===== config.mk =====
export PLATFORM = sky130hd
export DESIGN_NAME = vga_sync_generator
export DESIGN_NICKNAME = d
export VERILOG_FILES = /design/src/rtl/vga_sync_generator_pkg.sv /design/src/rtl/vga_sync_generator.sv
export SDC_FILE = /design/constraint.sdc
export NUM_CORES = 1
export LEC_CHECK = 0
export BUFFER_PORTS_ARGS = -buffer_cell sky130_fd_sc_hd__buf_4
export CAP_MARGIN = 10
export CORE_MARGIN = 2
export CORE_UTILIZATION = 47
export DETAILED_ROUTE_END_ITERATION = 10
export GPL_TIMING_DRIVEN = 0
export PLACE_DENSITY = 0.74
export SLEW_MARGIN = 30
export SYNTH_ARGS = -nofsm -noshare
export SYNTH_HDL_FRONTEND = slang
export SYNTH_SLANG_ARGS = --single-unit
export TNS_END_PERCENT = 30

===== constraint.sdc =====
create_clock -name clk -period 2.5 [get_ports clk]
set_clock_uncertainty 0.1 [all_clocks]
set_input_delay 0.125 -clock clk [delete_from_list [all_inputs] [get_ports clk]]
set_output_delay 0.125 -clock clk [all_outputs]
set_load 0.01 [all_outputs]

===== src/rtl/vga_sync_generator_pkg.sv =====
// ============================================================================
// Module      : vga_sync_generator_pkg
// Description : Shared VGA 640x480 timing constants, counter types and
//               window helper for the sync generator, pixel pipeline and
//               frame buffer reader.
// Revision    : 1.0 - initial release
// ============================================================================
`default_nettype none

package vga_sync_generator_pkg;

    localparam int c_H_VISIBLE = 640;
    localparam int c_H_FRONT   = 16;
    localparam int c_H_SYNC    = 96;
    localparam int c_H_BACK    = 48;
    localparam int c_V_VISIBLE = 480;
    localparam int c_V_FRONT   = 10;
    localparam int c_V_SYNC    = 2;
    localparam int c_V_BACK    = 33;

    localparam int c_H_TOTAL    = c_H_VISIBLE + c_H_FRONT + c_H_SYNC + c_H_BACK;
    localparam int c_V_TOTAL    = c_V_VISIBLE + c_V_FRONT + c_V_SYNC + c_V_BACK;
    localparam int c_HS_START   = c_H_VISIBLE + c_H_FRONT;
    localparam int c_HS_END     = c_HS_START + c_H_SYNC;
    localparam int c_VS_START   = c_V_VISIBLE + c_V_FRONT;
    localparam int c_VS_END     = c_VS_START + c_V_SYNC;

    localparam int c_CNT_W = 10;

    typedef logic [c_CNT_W-1:0] count_t;
    // One extra bit so an exclusive upper bound of 1024 stays representable.
    typedef logic [c_CNT_W:0]   bound_t;

    function automatic logic in_window(input count_t pos, input bound_t lo, input bound_t hi);
        return ({1'b0, pos} >= lo) && ({1'b0, pos} < hi);
    endfunction

endpackage

`default_nettype wire


===== src/rtl/vga_sync_generator.sv =====
// ============================================================================
// Module      : vga_sync_generator
// Description : Pixel/line counters with registered active-low syncs,
//               visible-region flag and one-clk frame start pulse.
// Revision    : 1.0 - initial release
// ============================================================================
`default_nettype none

module vga_sync_generator
    import vga_sync_generator_pkg::*;
#(
    parameter int H_VISIBLE = c_H_VISIBLE,
    parameter int H_FRONT   = c_H_FRONT,
    parameter int H_SYNC    = c_H_SYNC,
    parameter int H_BACK    = c_H_BACK,
    parameter int V_VISIBLE = c_V_VISIBLE,
    parameter int V_FRONT   = c_V_FRONT,
    parameter int V_SYNC    = c_V_SYNC,
    parameter int V_BACK    = c_V_BACK
) (
    input  logic       clk,
    input  logic       reset_p,
    input  logic       pixel_clock_pulse,
    output logic [9:0] h_count,
    output logic [9:0] v_count,
    output logic       hsync,
    output logic       vsync,
    output logic       video_on,
    output logic       frame_start
);

    localparam int     c_H_SUM  = H_VISIBLE + H_FRONT + H_SYNC + H_BACK;
    localparam int     c_V_SUM  = V_VISIBLE + V_FRONT + V_SYNC + V_BACK;
    localparam count_t c_H_LAST = count_t'(c_H_SUM - 1);
    localparam count_t c_V_LAST = count_t'(c_V_SUM - 1);
    localparam bound_t c_HS_LO  = bound_t'(H_VISIBLE + H_FRONT);
    localparam bound_t c_HS_HI  = bound_t'(H_VISIBLE + H_FRONT + H_SYNC);
    localparam bound_t c_VS_LO  = bound_t'(V_VISIBLE + V_FRONT);
    localparam bound_t c_VS_HI  = bound_t'(V_VISIBLE + V_FRONT + V_SYNC);
    localparam bound_t c_H_VIS  = bound_t'(H_VISIBLE);
    localparam bound_t c_V_VIS  = bound_t'(V_VISIBLE);

    generate
        if (c_H_SUM > 1024 || c_V_SUM > 1024) begin : g_bad_timing
            $error("vga_sync_generator: H/V totals must not exceed 1024");
        end
    endgenerate

    count_t h_q, h_d;
    count_t v_q, v_d;
    logic   hsync_q, vsync_q, video_on_q, frame_start_q;
    logic   w_h_end, w_v_end;

    always_comb begin
        w_h_end = (h_q == c_H_LAST);
        w_v_end = (v_q == c_V_LAST);
        h_d     = h_q;
        v_d     = v_q;
        if (pixel_clock_pulse) begin
            if (w_h_end) begin
                h_d = '0;
                v_d = w_v_end ? '0 : v_q + 1'b1;
            end else begin
                h_d = h_q + 1'b1;
            end
        end
    end

    // Decoded outputs are taken from the next-state counts so that they
    // land in the same cycle as the counter values they describe.
    always_ff @(posedge clk) begin
        if (reset_p) begin
            h_q           <= '0;
            v_q           <= '0;
            hsync_q       <= 1'b1;
            vsync_q       <= 1'b1;
            video_on_q    <= 1'b1;
            frame_start_q <= 1'b0;
        end else begin
            h_q           <= h_d;
            v_q           <= v_d;
            hsync_q       <= ~in_window(h_d, c_HS_LO, c_HS_HI);
            vsync_q       <= ~in_window(v_d, c_VS_LO, c_VS_HI);
            video_on_q    <= ({1'b0, h_d} < c_H_VIS) && ({1'b0, v_d} < c_V_VIS);
            frame_start_q <= pixel_clock_pulse & w_h_end & w_v_end;
        end
    end

    assign h_count     = h_q;
    assign v_count     = v_q;
    assign hsync       = hsync_q;
    assign vsync       = vsync_q;
    assign video_on    = video_on_q;
    assign frame_start = frame_start_q;

endmodule

`default_nettype wire


; ---- Word-level counts from Yosys, hierarchy flattened
; Cells that the tools add are included.
[totals]
ram_bits = 0
input_bits = 3
latch_bits = 0
rom_bits = 0
reg_bits = 24
output_inout_bits = 24
n_memories = 0
[classes]
div_mod_pow = 0
n_lt_le_gt_ge = 6
n_mux = 5
n_addsub = 2
bitwise_logic = 4
shift = 0
reduce_logical = 3
eq_ne = 2
n_mul = 0
[ops]
columns = operator, n
row1 = $mux W10, 5
row2 = $add A10 B1 Y10 const B, 2
row3 = $eq A10 B10 Y1 const B, 2
row4 = $lt A10 B10 Y1 const B, 2
row5 = $lt A10 B9 Y1 const B, 2
row6 = $ge A10 B10 Y1 const B, 1
row7 = $ge A10 B9 Y1 const B, 1
row8 = $logic_and A1 B1 Y1, 3
row9 = $and A1 B1 Y1, 2
row10 = $not A1 Y1, 2

; ---- Depth between registers and ports, before layout
[depth]
word_depth = 7
depth_mapped = 7
mapped_depth_nobuf = 7

; ---- Worst setup path before layout
; No wires, ideal clock.
[synth_path]
kind = flip-flop to flip-flop
startpoint = register h_q[5] (netlist: h_count[5])
endpoint = register video_on_q (netlist: video_on)
t_arrival_ps = 2200
period_less_slack_ps = 2431
stages_incl_launch_ff = 8
required_ps = 2269
setup_ps = 131
path_slack_ps = 69
path_buffers = 2
path_cell_list = dfxtp_1 buf_6 or4b_1 or4_1 buf_2 or4_4 a21oi_2 a311oi_1
[synth_via]
elab_chain_len = 5
word_cells_on_any_way = 9
cone_classes = add/sub (1) / order compare (2) / eq/ne (1) / mux (4) / reduce/logical (1)
[synth_lines]
columns = item, line_no
row1 = from (decl), vga_sync_generator.sv:49  ; count_t h_q, h_d;
row2 = from (signal assigned), vga_sync_generator.sv:73  ; h_q <= '0;
row3 = from (signal assigned), vga_sync_generator.sv:80  ; h_q <= h_d;
row4 = $add A10 B1 Y10 / $eq A10 B10 Y1 (equally long branches), "vga_sync_generator.sv:64, vga_sync_generator.sv:55"
row5 = $mux W10, vga_sync_generator.sv:60  ; if (w_h_end) begin
row6 = $mux W10, vga_sync_generator.sv:59  ; if (pixel_clock_pulse) begin
row7 = $lt A10 B10 Y1 / $lt A10 B9 Y1 (equally long branches), vga_sync_generator.sv:84  ; video_on_q <= ({1'b0, h_d} < c_H_VIS) && ({1'b0, v_d} < c_V_VIS);
row8 = $logic_and A1 B1 Y1 *, vga_sync_generator.sv:84
row9 = to (signal assigned), vga_sync_generator.sv:84
row10 = to (decl), vga_sync_generator.sv:51  ; logic hsync_q, vsync_q, video_on_q, frame_start_q;
; Mark *: on every way between the ends. The rest lies on a longest branch, timed or not.
; A chain may end at the register's enable or synchronous reset.

; ---- Final worst setup path
; Ends and elaborated chain as after synthesis.

==> impl_metrics.py <==
metrics = {
    "status": {
        "status": "finished clean",
    },
    "critical_path": {
        "endpoint": "video_on$_SDFF_PP1_",
        "crit_type": "flop to flop",
        "cp_max_fo": 10,
        "crit_path_frequent_cell": "or4_4",
        "cp.arrival_ns": 2.49,
        "cp-end-kind": "flop",
        "ff2ff_setup_slack_ns": 0.11,
        "r2r-end": "video_on$_SDFF_PP1_",
        "worst_ep_required_time_ns": 2.60,
        "r2r_cells": 6,
        "critPathLaunch": "h_count[5]$_SDFF_PP0_",
        "reg2reg_from": "h_count[5]$_SDFF_PP0_",
        "max_stage_delay_ns": 0.53,
        "cpMaxStageDelayCell": "or4b_4",
        "start_kind": "flop",
        "path_cells": "buf_6 > or4b_4 > or4_4 > or4_4 > a21oi_2 > a311oi_1",
    },
    "pwr": {
        "p_per_area_nw_per_um2": 424.9,
        "peakVddDrop_mv": 0.2689,
        "p_leak_nw": 0.5233,
    },
    "timing": {
        "fin_ws_ns": 0.1131,
        "final-setup-viol-count": 0,
        "fin_crit_sh": 0.9548,
        "max_freq_ghz": 0.4190,
        "finalMaxSlewViolations": 0,
        "final_hold_viol_count": 0,
        "finalCriticalPeriod_ns": 2.387,
        "fin_setup_tns_ns": 0,
        "maxSlewHeadroom": 0.5421,
        "rsz0062_at_grt": "false",
        "worst-slew-pin-transition_ns": 0.6795,
    },
    "synthesis": {
        "synthesis.nets": 150,
        "synth_area_um2": 1195,
        "syn_inst": 144,
        "ys_types": 34,
        "yosys_warnings": 0,
        "synth.avg_cell_area_um2": 8.298,
        "ys_ff_latch": 24,
        "ys_seq_area_frac": 0.4021,
    },
    "clocking": {
        "cts_tree": "built",
        "htreeDepth": 1,
        "cts_buffers": 3,
        "insertion_delay_ns": 0.31,
        "clockRootBuffer": "clkbuf_4",
        "cts.hold.buffers_added": 0,
        "clockBufferDepth": 2,
        "clk_pin_slew_ns": 0.14,
        "cts_sinks": 24,
    },
    "place": {
        "dpl_cell_area_um2": 1420,
        "gp_congestion": 0.8189,
        "io_buffers": 24,
        "dp.cells": 198,
        "hpwlAfterDp_mm": 1.992,
        "pre_cts_slack_ns": -0.04101,
    },
    "route": {
        "wl_per_cell_um": 13.95,
        "drc": 0,
        "ant_nets": 0,
        "first_pass_iters": 4,
        "drt-total-wl_mm": 2.817,
        "via_per_inst": 5.757,
        "drt_iter0_drc": 27,
        "vias": 1163,
    },
    "grt": {
        "grt_max_degree": 14,
        "track_usage": 0.2034,
        "grt_pass1_wl_mm": 4.436,
        "grt_overflow_total": 0,
        "grt_pass1_vias": 1019,
        "grt_antenna_before_repair": 0,
    },
    "cells_and_area": {
        "stdcell_count": 202,
        "final_cell_area_um2": 1481,
        "fillers": 236,
        "seq_area_um2": 483.0,
        "num-nets-final": 179,
        "drive_gt1_frac": 0.2384,
        "multi_input_area_um2": 686.9,
        "synthToLayoutAreaGrowth_pct": 23.98,
        "antennaDiodeCount": 0,
        "utilization": 0.6091,
    },
    "die": {
        "dieWidth_um": 54.42,
        "io_pins": 27,
        "coreArea_um2": 2432,
        "rows": 18,
        "start_util": 0.4913,
        "die_area_um2": 2962,
        "die-height_um": 54.42,
    },
    "hold_path": {
        "holdCritPathClass": "primary input to flop",
        "min_from": "pixel_clock_pulse",
    },
    "run": {
        "cap_violations": 0,
    },
}
==> state kept, by name, summed over array words and instances, names as in the netlist <==
register	cells
hsync	1
v_count	10
video_on	1
vsync	1
frame_start	1
h_count	10
==> cell usage after synthesis, drive strengths merged <==
cell type	n	area [um^2]
nor2	26	97.59
dfxtp	24	480.5
nand2	11	41.29
xnor2	11	96.34
nand4	8	50.05
a21oi	6	33.78
inv	6	22.52
nand3	6	30.03
nor3	6	30.03
or4	5	41.29
xor2	5	43.79
buf	3	21.27
clkbuf	3	11.26
ha	3	37.54
a31oi	2	12.51
nor4	2	12.51
o2111ai	2	17.52
o31ai	2	15.01
a2111oi	1	8.760
a21boi	1	7.510
a311oi	1	8.760
and2	1	6.260
mux2i	1	10.01
nand3b	1	7.510
o21ai	1	5.000
o22ai	1	6.260
o32ai	1	8.760
o41ai	1	8.760
or2	1	6.260
or3	1	6.260
or4b	1	10.01
==> metrics by stage <==
step	power [mW]	hold slack [ns]
after global placement	0.4242	0.3618
after global routing	0.6542	0.08016
after CTS	0.6292	0.05637
after detailed placement	0.4264	0.3806
after floorplan	0.4148	0.3290
final	0.6295	0.05331
==> kinds of logic (layout without fill, tap and decap cells) <==
| kind of cell | count (synthesis) | in the layout | share of synthesized area |
|---|---|---|---|
| flops | 24 | 24 | 0.4021 |
| xor+xnor | 16 | 16 | 0.1173 |
| fa+ha+maj | 3 | 3 | 0.03142 |
| simple gates | 69 | 69 | 0.2838 |
| buf+inv | 12 | 40 | 0.04607 |
| compound gates | 19 | 19 | 0.1110 |
| mux | 1 | 1 | 0.008377 |
==> how the worst min path moves through the flow <==
stage / endpoint / slack (ns) / cells after the start
detailed placement: h_count[1]$_SDFF_PP0_ / 0.38 / 3
global placement: h_count[1]$_SDFF_PP0_ / 0.36 / 3
CTS: h_count[1]$_SDFF_PP0_ / 0.06 / 3
floorplan: frame_start / 0.33 / 0
finish: h_count[1]$_SDFF_PP0_ / 0.05 / 3
global route: h_count[0]$_SDFF_PP0_ / 0.08 / 3
==> worst max-delay path: cells and delay by family (launching register included) <==
family / cells / cell delay, ns
buffers and inverters: 1 / 0.13
AOI/OAI and AO/OA: 2 / 0.23
and+or+nand+nor: 3 / 1.47
DFF: 1 / 0.35
==> what timing repair did <==
| item | 4_1_cts | 5_1_grt |
|---|---|---|
| endpoints found under the setup margin | 2 | 1 |
| pin swaps | 1 | 3 |
| setup buffers | 0 | 1 |
| endpoints found under the hold margin | 0 | 0 |
| gates resized for setup | 6 | 3 |
==> report_power, final <==
part / switching [mW] / internal, mW / total (mW)
combinational: 0.0162 / 0.0112 / 0.0274
sequential: 0.00535 / 0.386 / 0.392
clock: 0.121 / 0.0890 / 0.210
==> layer usage <==
metal | up-vias | wire (um) | part of all wire | GRT usage
li1 | 566 | - | - | -
met1 | 549 | 1259 | 0.45 | 0.2759
met2 | 46 | 1383 | 0.49 | 0.3293
met3 | 2 | 160 | 0.057 | 0.02732
met4 | 0 | 14 | 0.0050 | 0.07083
met5 | - | 0 | 0 | 0
==> final cells by class <==
| type | instances | share of cell area |
|---|---|---|
| multi-input cells | 108 | 0.4637 |
| flip-flops and latches | 24 | 0.3260 |
| repair buffers | 25 | 0.1267 |
| well taps | 30 | 0.02534 |
| clock buffers | 4 | 0.02449 |
| plain buffers | 5 | 0.01858 |
| inverters | 6 | 0.01520 |
==> cell usage in the layout, fill, tap and decap left out, types with 6 or more instances in the layout <==
cell type	netlist	routed
buf_4	0	25
dfxtp_1	24	22
inv_1	6	6
nand2_1	11	10
nand3_1	6	6
nand4_1	8	8
nor2_1	26	26
nor3_1	6	6
xnor2_1	11	11
No activity file was read; power rests on OpenSTA's default activity.
